**config.mk**
```make
export PLATFORM = sky130hd
export DESIGN_NAME = mem_arbiter_flat
export DESIGN_NICKNAME = d
export VERILOG_FILES = /design/src/rtl/mem_arbiter_if.sv /design/src/rtl/mem_arbiter.sv /design/src/flat_wrapper.sv
export SDC_FILE = /design/constraint.sdc
export NUM_CORES = 1
export LEC_CHECK = 0
export ABC_CLOCK_PERIOD_IN_PS = 3800
export CAP_MARGIN = 10
export CELL_PAD_IN_SITES_DETAIL_PLACEMENT = 1
export CELL_PAD_IN_SITES_GLOBAL_PLACEMENT = 2
export CORE_ASPECT_RATIO = 0.6
export CORE_MARGIN = 1
export CORE_UTILIZATION = 24
export CTS_CLUSTER_SIZE = 30
export DETAILED_ROUTE_END_ITERATION = 7
export GPL_TIMING_DRIVEN = 0
export PLACE_DENSITY = 0.87
export SLEW_MARGIN = 30
export SYNTH_ARGS = -nofsm -noshare
export SYNTH_HDL_FRONTEND = slang
export SYNTH_SLANG_ARGS = --single-unit
export TNS_END_PERCENT = 30
```
**constraint.sdc**
```tcl
create_clock -name clk -period 3.8 [get_ports clk]
set_clock_uncertainty 0.2 [all_clocks]
set_input_delay 0.57 -clock clk [delete_from_list [all_inputs] [get_ports clk]]
set_output_delay 0.57 -clock clk [all_outputs]
set_load 0.01 [all_outputs]
```
**src/rtl/mem_arbiter_if.sv**
```systemverilog
// Bus bundle between the core's two memory requesters, the arbiter and the memory model.
// The slave view belongs to the arbiter; the master view to the requesters plus memory.
interface mem_arbiter_if;
  logic        req0;
  logic [31:0] addr0;
  logic        req1;
  logic        we1;
  logic [31:0] addr1;
  logic [31:0] wdata1;
  logic        ack0;
  logic        ack1;
  logic [31:0] rdata;
  logic        err;
  logic        busy;
  logic        gnt_id;
  logic        mem_en;
  logic        mem_we;
  logic [31:0] mem_addr;
  logic [31:0] mem_wdata;
  logic [31:0] mem_rdata;
  logic        mem_rdy;

  modport slave (
    input  req0, addr0, req1, we1, addr1, wdata1, mem_rdata, mem_rdy,
    output ack0, ack1, rdata, err, busy, gnt_id, mem_en, mem_we, mem_addr, mem_wdata
  );

  modport master (
    output req0, addr0, req1, we1, addr1, wdata1, mem_rdata, mem_rdy,
    input  ack0, ack1, rdata, err, busy, gnt_id, mem_en, mem_we, mem_addr, mem_wdata
  );
endinterface

```
**src/rtl/mem_arbiter.sv**
```systemverilog
// Two-port arbiter for the single-port memory: fetch (port 0) vs stack/data (port 1),
// with a fetch starvation guard and an abort for memory that never answers.
module mem_arbiter #(
  parameter int MAX_CONSEC = 4,
  parameter int TIMEOUT    = 16
) (
  input  logic          clk,
  input  logic          rst,
  mem_arbiter_if.slave  bus
);
  localparam int CW = $clog2(MAX_CONSEC + 1);
  localparam int TW = $clog2(TIMEOUT + 1);

  typedef enum logic [1:0] {IDLE, ACCESS, RESP} state_t;

  state_t        state_reg, state_next;
  logic [CW-1:0] consec_reg, consec_next;
  logic [TW-1:0] tcnt_reg, tcnt_next;
  logic [1:0]    ack_reg, ack_next;
  logic          err_reg, err_next;
  logic          busy_reg, busy_next;
  logic          gnt_reg, gnt_next;
  logic          mem_en_reg, mem_en_next;
  logic          mem_we_reg, mem_we_next;
  logic [31:0]   mem_addr_reg, mem_addr_next;
  logic [31:0]   mem_wdata_reg, mem_wdata_next;
  logic [31:0]   rdata_reg, rdata_next;

  logic any_req;
  logic winner;
  logic timeout_hit;

  assign any_req     = bus.req0 | bus.req1;
  // Port 1 wins contention until fetch has been passed over MAX_CONSEC times in a row.
  assign winner      = bus.req1 & ~(bus.req0 & (consec_reg == CW'(MAX_CONSEC)));
  assign timeout_hit = (tcnt_reg == TW'(TIMEOUT - 1));

  always_ff @(posedge clk) begin
    if (rst) begin
      state_reg     <= IDLE;
      consec_reg    <= '0;
      tcnt_reg      <= '0;
      ack_reg       <= '0;
      err_reg       <= 1'b0;
      busy_reg      <= 1'b0;
      gnt_reg       <= 1'b0;
      mem_en_reg    <= 1'b0;
      mem_we_reg    <= 1'b0;
      mem_addr_reg  <= '0;
      mem_wdata_reg <= '0;
      rdata_reg     <= '0;
    end else begin
      state_reg     <= state_next;
      consec_reg    <= consec_next;
      tcnt_reg      <= tcnt_next;
      ack_reg       <= ack_next;
      err_reg       <= err_next;
      busy_reg      <= busy_next;
      gnt_reg       <= gnt_next;
      mem_en_reg    <= mem_en_next;
      mem_we_reg    <= mem_we_next;
      mem_addr_reg  <= mem_addr_next;
      mem_wdata_reg <= mem_wdata_next;
      rdata_reg     <= rdata_next;
    end
  end

  always_comb begin
    state_next = state_reg;
    case (state_reg)
      IDLE:    if (any_req) state_next = ACCESS;
      ACCESS:  if (bus.mem_rdy || timeout_hit) state_next = RESP;
      RESP:    state_next = IDLE;
      default: state_next = IDLE;
    endcase
  end

  always_comb begin
    ack_next       = '0;
    err_next       = 1'b0;
    busy_next      = busy_reg;
    gnt_next       = gnt_reg;
    mem_en_next    = mem_en_reg;
    mem_we_next    = mem_we_reg;
    mem_addr_next  = mem_addr_reg;
    mem_wdata_next = mem_wdata_reg;
    rdata_next     = rdata_reg;
    tcnt_next      = tcnt_reg;
    consec_next    = consec_reg;
    case (state_reg)
      IDLE: begin
        if (any_req) begin
          gnt_next       = winner;
          mem_en_next    = 1'b1;
          busy_next      = 1'b1;
          tcnt_next      = '0;
          mem_addr_next  = winner ? bus.addr1 : bus.addr0;
          mem_wdata_next = winner ? bus.wdata1 : '0;
          mem_we_next    = winner & bus.we1;
          if (!winner)
            consec_next = '0;
          else if (bus.req0 && consec_reg != CW'(MAX_CONSEC))
            consec_next = consec_reg + CW'(1);
        end
      end
      ACCESS: begin
        tcnt_next = tcnt_reg + TW'(1);
        if (bus.mem_rdy) begin
          rdata_next        = mem_we_reg ? '0 : bus.mem_rdata;
          mem_en_next       = 1'b0;
          ack_next[gnt_reg] = 1'b1;
        end else if (timeout_hit) begin
          rdata_next        = '0;
          err_next          = 1'b1;
          mem_en_next       = 1'b0;
          ack_next[gnt_reg] = 1'b1;
        end
      end
      RESP: begin
        busy_next = 1'b0;
        tcnt_next = '0;
      end
      default: ;
    endcase
  end

  assign bus.ack0      = ack_reg[0];
  assign bus.ack1      = ack_reg[1];
  assign bus.err       = err_reg;
  assign bus.busy      = busy_reg;
  assign bus.gnt_id    = gnt_reg;
  assign bus.mem_en    = mem_en_reg;
  assign bus.mem_we    = mem_we_reg;
  assign bus.mem_addr  = mem_addr_reg;
  assign bus.mem_wdata = mem_wdata_reg;
  assign bus.rdata     = rdata_reg;
endmodule

```
**src/flat_wrapper.sv**
```systemverilog
// flat-port wrapper written by rule: the top's interface ports become plain ports
module mem_arbiter_flat 
#(
  parameter int MAX_CONSEC = 4,
  parameter int TIMEOUT    = 16
)
  (clk, rst, bus_req0, bus_addr0, bus_req1, bus_we1, bus_addr1, bus_wdata1, bus_mem_rdata, bus_mem_rdy, bus_ack0, bus_ack1, bus_rdata, bus_err, bus_busy, bus_gnt_id, bus_mem_en, bus_mem_we, bus_mem_addr, bus_mem_wdata);
  mem_arbiter_if bus_i ();
  input  logic clk;
  input  logic rst;
  input wire logic [$bits(bus_i.req0)-1:0] bus_req0;
  input wire logic [$bits(bus_i.addr0)-1:0] bus_addr0;
  input wire logic [$bits(bus_i.req1)-1:0] bus_req1;
  input wire logic [$bits(bus_i.we1)-1:0] bus_we1;
  input wire logic [$bits(bus_i.addr1)-1:0] bus_addr1;
  input wire logic [$bits(bus_i.wdata1)-1:0] bus_wdata1;
  input wire logic [$bits(bus_i.mem_rdata)-1:0] bus_mem_rdata;
  input wire logic [$bits(bus_i.mem_rdy)-1:0] bus_mem_rdy;
  output wire logic [$bits(bus_i.ack0)-1:0] bus_ack0;
  output wire logic [$bits(bus_i.ack1)-1:0] bus_ack1;
  output wire logic [$bits(bus_i.rdata)-1:0] bus_rdata;
  output wire logic [$bits(bus_i.err)-1:0] bus_err;
  output wire logic [$bits(bus_i.busy)-1:0] bus_busy;
  output wire logic [$bits(bus_i.gnt_id)-1:0] bus_gnt_id;
  output wire logic [$bits(bus_i.mem_en)-1:0] bus_mem_en;
  output wire logic [$bits(bus_i.mem_we)-1:0] bus_mem_we;
  output wire logic [$bits(bus_i.mem_addr)-1:0] bus_mem_addr;
  output wire logic [$bits(bus_i.mem_wdata)-1:0] bus_mem_wdata;
  assign bus_i.req0 = bus_req0;
  assign bus_i.addr0 = bus_addr0;
  assign bus_i.req1 = bus_req1;
  assign bus_i.we1 = bus_we1;
  assign bus_i.addr1 = bus_addr1;
  assign bus_i.wdata1 = bus_wdata1;
  assign bus_i.mem_rdata = bus_mem_rdata;
  assign bus_i.mem_rdy = bus_mem_rdy;
  assign bus_ack0 = bus_i.ack0;
  assign bus_ack1 = bus_i.ack1;
  assign bus_rdata = bus_i.rdata;
  assign bus_err = bus_i.err;
  assign bus_busy = bus_i.busy;
  assign bus_gnt_id = bus_i.gnt_id;
  assign bus_mem_en = bus_i.mem_en;
  assign bus_mem_we = bus_i.mem_we;
  assign bus_mem_addr = bus_i.mem_addr;
  assign bus_mem_wdata = bus_i.mem_wdata;
  mem_arbiter #(.MAX_CONSEC(MAX_CONSEC), .TIMEOUT(TIMEOUT)) u_core (.clk(clk), .rst(rst), .bus(bus_i));
endmodule
```
==> out/results.txt <==
Post-CTS resize count: 0
# rows: 40
HP Start: u_core.bus.rdata[29]
R2R depth: 7
Clk_lat worst skew: 0.43 ns
DRC Markers: 0
Leading area contributor after synthesis: dfxtp_1
H-tree depth: 4
Worst path cell trace: ha_1 -> and3_1 -> ha_1 -> nor2_1 -> clkbuf_1 -> o21ai_0 -> a21oi_1
First-pass GRT wire length: 34200 µm
R2R Setup Slk: 1.35 ns
Setup violators final: 0
Critical Path Stages: 7
Mapped cell area: 4990 µm²
CTS root buf: clkbuf_16
Routed vias/inst: 5.10
Antenna Cells: 0
Post-CTS setup buffers: 0
Max-capacitance violation count: 0
Worst slew pin tran: 0.848 ns
Inserted Clock Buffers: 17
Overall die width: 188 µm
RR Endpoint: u_core.bus.rdata[6]
Clock slew at reported path FFs: 0.06 ns
Most frequent cells in the layout: 235 x clkdlybuf4s50_1, 113 x dfxtp_1, 105 x a21oi_1, 93 x o21ai_0, 42 x clkbuf_1
TritonRoute pass-1 iters: 4
Fin. Hold Viols: 0
CP top delay family: simple AND/OR/NAND/NOR gates
Hold-critical path depth: 2
Tot Pwr: 3.80 mW
Layout Nets: 976
Max Slew Vio Count: 0
Final Util: 41.1%
Max IR drop VDD: 295 µV
Outcome: completed
Ys Warns: 0
Delay of the slowest critical-path stage: 0.49 ns
Core ar.: 20200 µm²
Setup TNS after final layout: 0 ns
Antenna Nets Post-Route: 0
Initial antenna violation count: 1
Critical R2R Launch: u_core.tcnt_reg[0]
RSZ-0062 raised after global routing: false
Post-route cell area: 8310 µm²
CTS Buffer Depth: 2
Die ar.: 21400 µm²
RePlAce Congestion: 0.786
#FFs+latches synth: 113
Seq/Total Area, Yosys: 45.3%
Routed length per instance: 19.9 µm
DPL Wire Length: 16200 µm
Post-CTS Hold Buffers: 0
Slowest stage cell, crit path: nor2_1
Vias: 5725
Die height: 114 µm
Largest net degree at the start of global routing: 17
Worst Setup End Kind: register
Min Tclk post-route: 2.45 ns
Clock sink count: 113
Total grt overflow: 0
Worst Path Buf+Inv: 1
Global Route Usage Sum: 20.8%
CP most frequent cell: ha_1
Share of cells above drive strength 1: 8.71%
Worst Hold Class: register to register
CTS tree: done
Crit path DAT: 2.60 ns
# IOs: 237
Critical path class: register to register
Period utilization: 64.4%
Net count after synthesis: 722
F_max: 408 MHz
WP data required: 3.95 ns
Vias in the first global route: 5887
Top post-synthesis cells by area: dfxtp_1 45%, a21oi_1 11%, o21ai_0 9.3%
Top-area cell type share of the netlist area: 45.3%
Commonest non-fill, non-tap cell in the layout: clkdlybuf4s50_1
Leakage power: 2.83 nW
Area grow syn2layout: 66.4%
DRT Wirelength: 22300 µm
Cells after Synth: 584
Initial core utilization: 24.7%
Dpl cell area: 7690 µm²
Synth cell types: 38
Worst setup SP type: register
Mean Syn Cell Area: 8.55 µm²
Slew headroom: 43.2%
PortBufs: 235
DRT iter0 DRCs: 220
Hold Path Sink: u_core.bus.rdata[29]
Pwr Density: 457 nW/µm²
CP max FO: 10
## logic make-up (layout without fill, tap and decap cells)
group                    after synthesis  in the layout  synth area share [%]
AO/OA/AOI/OAI                        246            246                  28.1
adder cells (fa/ha/maj)                4              4                  1.00
flip-flops                           113            113                  45.3
buffers and inverters                 83            349                  8.04
AND/OR/NAND/NOR                      138            138                  17.5
## cell type report
class,instances,area [µm²]
fill,2346,11900
timing repair buffer,235,2350
multi-input combinational,388,2330
sequential,113,2260
clock buffer,20,437
buffer,76,375
tap,273,342
clock inverter,11,188
inverter,7,26.3
## worst max-delay path by stage
| stage | slack [ns] | from | endpoint |
|---|---|---|---|
| 2_1_floorplan | 1.90 | u_core.tcnt_reg[0] | u_core.bus.rdata[10] |
| 3_3_place_gp | 1.10 | bus_req0 | u_core.bus.mem_wdata[22] |
| 3_5_place_dp | 1.03 | bus_req0 | u_core.bus.mem_wdata[22] |
| 5_1_grt | 1.15 | u_core.tcnt_reg[0] | u_core.bus.rdata[20] |
| 4_1_cts | 1.32 | u_core.tcnt_reg[0] | u_core.bus.rdata[5] |
| 6_report | 1.35 | u_core.tcnt_reg[0] | u_core.bus.rdata[6] |
## power breakdown
part	internal [mW]	switching (mW)
logic	0.372	0.350
registers	1.27	0.0484
clock network	1.15	0.602
total	2.80	1.00
## worst register-to-register path, delay by kind of cell, from the launching register on
kind	cells	cell delay, ns
and+or+nand+nor	2	0.69
AOI/OAI and AO/OA	2	0.30
buffers and inverters	1	0.43
adders and majority gates	2	0.42
DFF	1	0.34
## metal layers
layer  up-vias  part of all wire (%)  track usage [%]
li1       2711                     -                -
met1      2799                    50             28.7
met2       185                    41             30.1
met3        28                   8.0             7.88
met4         2                   1.3             5.69
met5         -                 0.054                0
## metrics by stage
stage                     hold WS, ns  std cells  setup WS, ns
after global placement          0.257       1092          1.10
after CTS                       0.276       1123          1.32
after detailed placement        0.269       1092          1.03
after global routing            0.296       1123          1.15
after floorplan                 0.253        584          1.90
final                           0.274       1123          1.35
## cell usage after synthesis, drive strengths merged
cell / number
o21ai: 100
and3: 2
or2: 2
ha: 4
o32ai: 1
dfxtp: 113
a211oi: 3
nand3b: 2
nand2b: 3
a21oi: 105
nor3b: 2
or3b: 1
nand3: 40
nor4: 1
and2: 1
a31oi: 1
nand4: 35
a311oi: 32
inv: 7
clkbuf: 43
buf: 33
nor2b: 2
nand2: 8
o2bb2a: 1
nor4b: 1
nor2: 6
a221oi: 3
nand4b: 30
nor3: 2
Power figures use the tool's default switching activity.
